## src/rtl/xoodyak_seq.sv

```systemverilog
// Xoodyak phase sequencer: walks KEY/NONCE/AD/CRYPT/SQZ, each an absorb cycle
// followed by NROUNDS Xoodoo rounds, and feeds round index/constant to the datapath.
module xoodyak_seq #(
    parameter int         NROUNDS  = 12,
    parameter logic [7:0] CD_KEY   = 8'h02,
    parameter logic [7:0] CD_ABS   = 8'h03,
    parameter logic [7:0] CD_CRYPT = 8'h80,
    parameter logic [7:0] CD_SQZ   = 8'h40
) (
    input  logic        eph1,
    input  logic        reset,
    input  logic        start,
    input  logic        opmode,
    input  logic        hold,
    input  logic        abort,
    output logic        busy,
    output logic [2:0]  phase,
    output logic        clr_state,
    output logic        absorb_en,
    output logic [7:0]  cd,
    output logic        rnd_en,
    output logic [3:0]  rnd_idx,
    output logic [11:0] rc,
    output logic        mode_o,
    output logic        text_valid,
    output logic        done
);

    typedef enum logic [1:0] {
        S_IDLE,
        S_ABS,
        S_PERM,
        S_DONE
    } state_t;

    localparam logic [2:0] PH_IDLE  = 3'd0;
    localparam logic [2:0] PH_KEY   = 3'd1;
    localparam logic [2:0] PH_NONCE = 3'd2;
    localparam logic [2:0] PH_AD    = 3'd3;
    localparam logic [2:0] PH_CRYPT = 3'd4;
    localparam logic [2:0] PH_SQZ   = 3'd5;
    localparam logic [2:0] PH_DONE  = 3'd6;

    localparam logic [3:0] LAST_RND = 4'(NROUNDS - 1);
    // Reduced-round variants use the tail of the 12-entry constant table.
    localparam logic [3:0] RC_BASE  = 4'(12 - NROUNDS);

    state_t     state_q;
    logic [2:0] phase_q;
    logic [3:0] rnd_q;
    logic       mode_q;

    function automatic logic [11:0] rcLookup(input logic [3:0] idx);
        case (idx)
            4'd0:    rcLookup = 12'h058;
            4'd1:    rcLookup = 12'h038;
            4'd2:    rcLookup = 12'h3C0;
            4'd3:    rcLookup = 12'h0D0;
            4'd4:    rcLookup = 12'h120;
            4'd5:    rcLookup = 12'h014;
            4'd6:    rcLookup = 12'h060;
            4'd7:    rcLookup = 12'h02C;
            4'd8:    rcLookup = 12'h380;
            4'd9:    rcLookup = 12'h0F0;
            4'd10:   rcLookup = 12'h1A0;
            4'd11:   rcLookup = 12'h012;
            default: rcLookup = 12'h000;
        endcase
    endfunction

    // Abort beats hold, and hold only freezes a running operation, so a start
    // arriving in IDLE is accepted regardless of hold.
    always_ff @(posedge eph1 or negedge reset) begin
        if (!reset) begin
            state_q <= S_IDLE;
            phase_q <= PH_IDLE;
            rnd_q   <= 4'd0;
            mode_q  <= 1'b0;
        end else if (abort && state_q != S_IDLE) begin
            state_q <= S_IDLE;
            phase_q <= PH_IDLE;
            rnd_q   <= 4'd0;
        end else if (!(hold && state_q != S_IDLE)) begin
            case (state_q)
                S_IDLE: begin
                    if (start) begin
                        state_q <= S_ABS;
                        phase_q <= PH_KEY;
                        mode_q  <= opmode;
                    end
                end
                S_ABS: begin
                    state_q <= S_PERM;
                    rnd_q   <= 4'd0;
                end
                S_PERM: begin
                    if (rnd_q == LAST_RND) begin
                        rnd_q <= 4'd0;
                        if (phase_q == PH_SQZ) begin
                            state_q <= S_DONE;
                            phase_q <= PH_DONE;
                        end else begin
                            state_q <= S_ABS;
                            phase_q <= phase_q + 3'd1;
                        end
                    end else begin
                        rnd_q <= rnd_q + 4'd1;
                    end
                end
                S_DONE: begin
                    state_q <= S_IDLE;
                    phase_q <= PH_IDLE;
                end
                default: begin
                    state_q <= S_IDLE;
                    phase_q <= PH_IDLE;
                    rnd_q   <= 4'd0;
                end
            endcase
        end
    end

    // Strobes are decoded from the registered state and suppressed while stalled.
    always_comb begin
        busy       = (state_q != S_IDLE);
        phase      = phase_q;
        rnd_idx    = rnd_q;
        mode_o     = mode_q;
        absorb_en  = (state_q == S_ABS) && !hold;
        rnd_en     = (state_q == S_PERM) && !hold;
        done       = (state_q == S_DONE) && !hold;
        clr_state  = absorb_en && (phase_q == PH_KEY);
        text_valid = absorb_en && (phase_q == PH_CRYPT);
        rc         = rnd_en ? rcLookup(RC_BASE + rnd_q) : 12'h000;
        cd         = 8'h00;
        if (absorb_en) begin
            case (phase_q)
                PH_KEY:            cd = CD_KEY;
                PH_NONCE, PH_AD:   cd = CD_ABS;
                PH_CRYPT:          cd = CD_CRYPT;
                PH_SQZ:            cd = CD_SQZ;
                default:           cd = 8'h00;
            endcase
        end
    end

endmodule

```

## config.mk

```make
export PLATFORM = sky130hd
export DESIGN_NAME = xoodyak_seq
export DESIGN_NICKNAME = d
export VERILOG_FILES = /design/src/rtl/xoodyak_seq.sv
export SDC_FILE = /design/constraint.sdc
export NUM_CORES = 1
export LEC_CHECK = 0
export ABC_AREA = 1
export CORE_MARGIN = 2
export CORE_UTILIZATION = 48
export DETAILED_ROUTE_END_ITERATION = 10
export PLACE_DENSITY = 0.85
export SYNTH_ARGS = -nofsm -noshare
export SYNTH_HDL_FRONTEND = slang
export SYNTH_SLANG_ARGS = --single-unit
```

## constraint.sdc

```tcl
create_clock -name eph1 -period 3 [get_ports eph1]
set_input_delay 0.6 -clock eph1 [delete_from_list [all_inputs] [get_ports eph1]]
set_output_delay 0.6 -clock eph1 [all_outputs]
set_load 0.05 [all_outputs]
```

# Word-level counts from Yosys, hierarchy flattened
# Memories as Yosys holds them, arrays and structs flattened.
# Index checks and enable logic that the tools add are counted.
[word_totals] ff_bits=10 latchBits=0 mem_bits_rw=0 romBits=144 out_inout_bits=34 elab_cells=57 memories=1
[op_classes] add_sub_neg=2 n_mul=0 div=0 order_cmp=0 n_eq_ne=12 n_shift=0 n_mux=19 bitwise_logic=2 reduce_logical=17
[mem_list] name="(no name shown)" words=16 width=9 read_ports=1 rd_clocked_by_memory_dff=0 write_ports=0 line="54" rtl="case (idx)"
[op_table] op="$pmux 8 s4" count=1
[op_table] op="$mux 3" count=5
[op_table] op="$mux 12" count=1
[op_table] op="$mux 4" count=3
[op_table] op="$mux 2" count=5
[op_table] op="$pmux 3 s3" count=1
[op_table] op="$mux 8" count=1
[op_table] op="$pmux 2 s4" count=1
[op_table] op="$pmux 4 s2" count=1
[op_table] op="$reduce_and 4->1" count=2
[op_table] op="$logic_and 1x1->1" count=7
[op_table] op="$eq 3x2->1 const B" count=2
[op_table] op="$eq 3x3->1 const B" count=2
[op_table] op="$ne 3x3->1 const B" count=2
[op_table] op="$add 4x1->4 const B" count=1
[op_table] op="$eq 2x2->1 const B" count=2
[op_table] op="$eq 4x4->1 const B" count=1
[op_table] op="$reduce_bool 4->1" count=1
[op_table] op="$add 3x1->3 const B" count=1
[op_table] op="$eq 3x1->1 const B" count=1
[op_table] op="$reduce_and 3->1" count=1
[op_table] op="$reduce_bool 3->1" count=1
[op_table] op="$eq 2x1->1 const B" count=1
[op_table] op="$logic_not 2->1" count=1
[op_table] op="6 further kinds" count=7

# Longest topological paths before layout
[logic_depth] word_depth=6 depth_mapped=10

# Least setup slack after synthesis
# No wires, ideal clock.
[synth_path] kind="reg2out" from="register phase_q[1], in the netlist phase[1]" to="output cd[1]" arrival_ns=2.461 t_required_ns=2.400 slack_ns=-0.061 stages_incl_launch_ff=4 path_buffers=0 cell_sequence="dfrtp_1 > inv_1 > nor3_1 > or2_1"
[synth_between] elab_chain_cells=4 elab_cells_between_ends=8 cone_classes="eq/ne: 5; mux: 2; reduce/logical: 1"
[synth_rtl] element="from (decl)" line="49" rtl="logic [2:0] phase_q;"
[synth_rtl] element="from (signal assigned)" line="104" rtl="phase_q <= phase_q + 3'd1;"
[synth_rtl] element="$eq 3x2->1" line="137" rtl="case (phase_q)"
[synth_rtl] element="$reduce_or 2->1" line="137"
[synth_rtl] element="$pmux 8 s4 *" line="137"
[synth_rtl] element="$mux 8 *" line="136" rtl="if (absorb_en) begin"
[synth_rtl] element="to (decl)" line="20" rtl="output logic [7:0] cd,"
# Every way passes the cells marked *; elsewhere a longest branch is shown, timed or not.

# Worst setup path in the final report
[layout_path] from="register state_q[0]" to="output rc[6]"
[layout_between] elab_chain_cells=3
[layout_rtl] element="from (decl)" line="48" rtl="state_t state_q;"
[layout_rtl] element="from (signal assigned)" line="75" rtl="state_q <= S_IDLE;"
[layout_rtl] element="from (signal assigned)" line="80" rtl="state_q <= S_IDLE;"
[layout_rtl] element="from (signal assigned)" line="87" rtl="state_q <= S_ABS;"
[layout_rtl] element="$eq 2x2->1" line="130" rtl="rnd_en = (state_q == S_PERM) && !hold;"
[layout_rtl] element="$logic_and 1x1->1" line="130"
[layout_rtl] element="$mux 12" line="134" rtl="rc = rnd_en ? rcLookup(RC_BASE + rnd_q) : 12'h000;"
[layout_rtl] element="to (decl)" line="23" rtl="output logic [11:0] rc,"
# No other way between the ends.

==> metrics <==
worst-path maximum fanout=7; Max-Cap Viols=0; Register Area=250 sq um; vias in the first global route=1084; synthesis-to-finish area growth=42.1%; Worst VDD drop=545 uV; wire length per cell=12.0 um; finished layout cell area=1590 sq um; Placed Area=1570 sq um; P_leak=0.743 nW; Max Root-Sink Buffers=2; Synth cell types=25; antenna violations before repair=0; clock sinks=10; Vias=1140; Worst R2R End=phase[1]; Reg2Reg Depth=8; worst hold endpoint=mode_o; CTS tree=yes; Slew HR=65.4%; kind of critical path=flop to output port; RSZ-0062 raised after global routing=no; drt first pass iters=4; Die Wd=52.3 um; Max stage delay on crit path=0.44 ns; Core ar.=2210 sq um; CP required=2.40 ns; Pwr Density=696 nW/um^2; status=finished clean; count of buffer and inverter cells on the critical path=3; post-CTS setup buffers=0; Fmax=375 MHz; WL final=2730 um; Tcrit/Tclk final=88.8%; Initial Utilization=50.7%; Fillers=187; GPL Wtd Cong=0.910; Seq cells post-synth=10; largest net degree at the start of global routing=15; first-pass GRT wire length=4520 um; grt ovf=0; io pins=40; Ys Warns=0; post-synthesis area per instance=6.75 sq um; Slew Limit Fails=0; Final Setup Violations=0; Die Ht=52.3 um; # diodes=0; PostCTS Resize Cnt=0; die area=2740 sq um; sequential-to-total area share from yosys stat=22.3%; ANT nets after route=0; hold path cells=2; critical path capture point type=output port; Fin Setup TNS=0 ns; Worst Min Path Start=mode_o; Worst path slowest cell=dfrtp_1; Worst-Margin Slew=0.517 ns; CTS Buf Count=3; Critical Path AT=2.06 ns; Detailed Route Iter0 Violations=28; DR DRC count=0; reg2reg start=state_q[1]; H-tree depth=1; commonest non-fill, non-tap cells in the layout=nand2_1 (44), inv_1 (22), ha_1 (16); layout cell share with drive strength beyond 1=21.1%; most common cell after layout, fill and taps aside=nand2_1; Clock Latency Late Sink=0.27 ns; hold bufs inserted after CTS=0; area of the multi-input gates=749 sq um; Detailed Place HPWL=2260 um; via-per-instance ratio=5.02; Final Power=0.00111 W; Total Nets Final=223; Buffers on Ports=32; Hold Slack=0.573 ns; Total Routing Usage GR=21.5%; Syn Inst Count=166; CTS clk-pin slew, worst paths=0.07 ns; CP startpoint kind=flop; worst-path cell chain=inv_1 -> ha_1 -> inv_2 -> nor2_4 -> nand2_2 -> o22ai_1 -> buf_12; Final min period=2.66 ns; Hold Crit Class=flop to flop; Clock Skews=0.000713 ns; Final Util=72.0%; cell family with most CP delay=flip-flops; Cell Area, Synth=1120 sq um; row cnt=17; final hold vios=0; root buf cell=clkbuf_4; worst reg-to-reg setup slack=1.38 ns
[metal layers]
metal  global-route usage [%]  wire (um)
met5                        0          0
met4                     6.41         48
met3                     2.00        123
met2                     42.9       1490
met1                     23.3       1070
[sequential cells by signal, indices dropped and copies added, names as in the netlist]
name	flops
rnd_idx	4
phase	3
state_q	2
mode_o	1
[cell type report]
type | count | area share (%)
multi-input cells | 128 | 47.1
repair buffers | 32 | 27.5
flip-flops and latches | 10 | 15.7
inverters | 26 | 6.13
well taps | 28 | 2.20
clock buffers | 3 | 1.41
[tightest hold or removal path, stage by stage, from the launching register on]
cell and delay (ns):
dfrtp_1 0.35, a21oi_1 0.05, a31oi_1 0.13
[through the flow]
step | instances | setup WS (ns)
global placement | 224 | 0.545
floorplan | 172 | 0.238
global route | 227 | 0.254
detailed placement | 224 | 0.489
CTS | 227 | 0.371
finish | 227 | 0.336
[power by group]
group	total, W	internal [W]	switching [W]	leakage, nW
Sequential	0.000219	0.000170	0.0000486	0.132
Clock	0.0000960	0.0000465	0.0000495	0.0138
Combinational	0.000794	0.000258	0.000536	0.597
Total	0.00111	0.000475	0.000634	0.743
[worst max-delay path by stage]
stage,cells after the start,slack [ns],to,start
global route,7,0.25,rc[6],state_q[0]
CTS,7,0.37,rc[6],state_q[0]
global placement,6,0.55,cd[1],hold
detailed placement,5,0.49,rc[6],hold
floorplan,6,0.24,rc[4],state_q[0]
finish,7,0.34,rc[6],state_q[0]
[cells by family after synthesis]
family / count (synthesis) / share of synthesized area, %
fa+ha+maj: 16 / 17.9
simple gates: 82 / 33.8
buf+inv: 34 / 13.8
compound gates: 22 / 11.0
xor+xnor: 1 / 0.781
other cells: 1 / 0.335
flops: 10 / 22.3
[synth_stat cells (all sizes together)]
cell    n  share of area, %
nor3    4               2.7
nor4    1              0.56
inv    26               8.7
o22ai   4               2.2
or2     1              0.56
ha     16                18
dfrtp  10                22
conb    1              0.33
o21ai  11               5.2
nand2  50                18
a31oi   1              0.56
buf     8               5.1
xor2    1              0.78
a21oi   6               3.0
nand3  11               4.9
nor2   15               7.0
No activity file was read; power rests on OpenSTA's default activity.
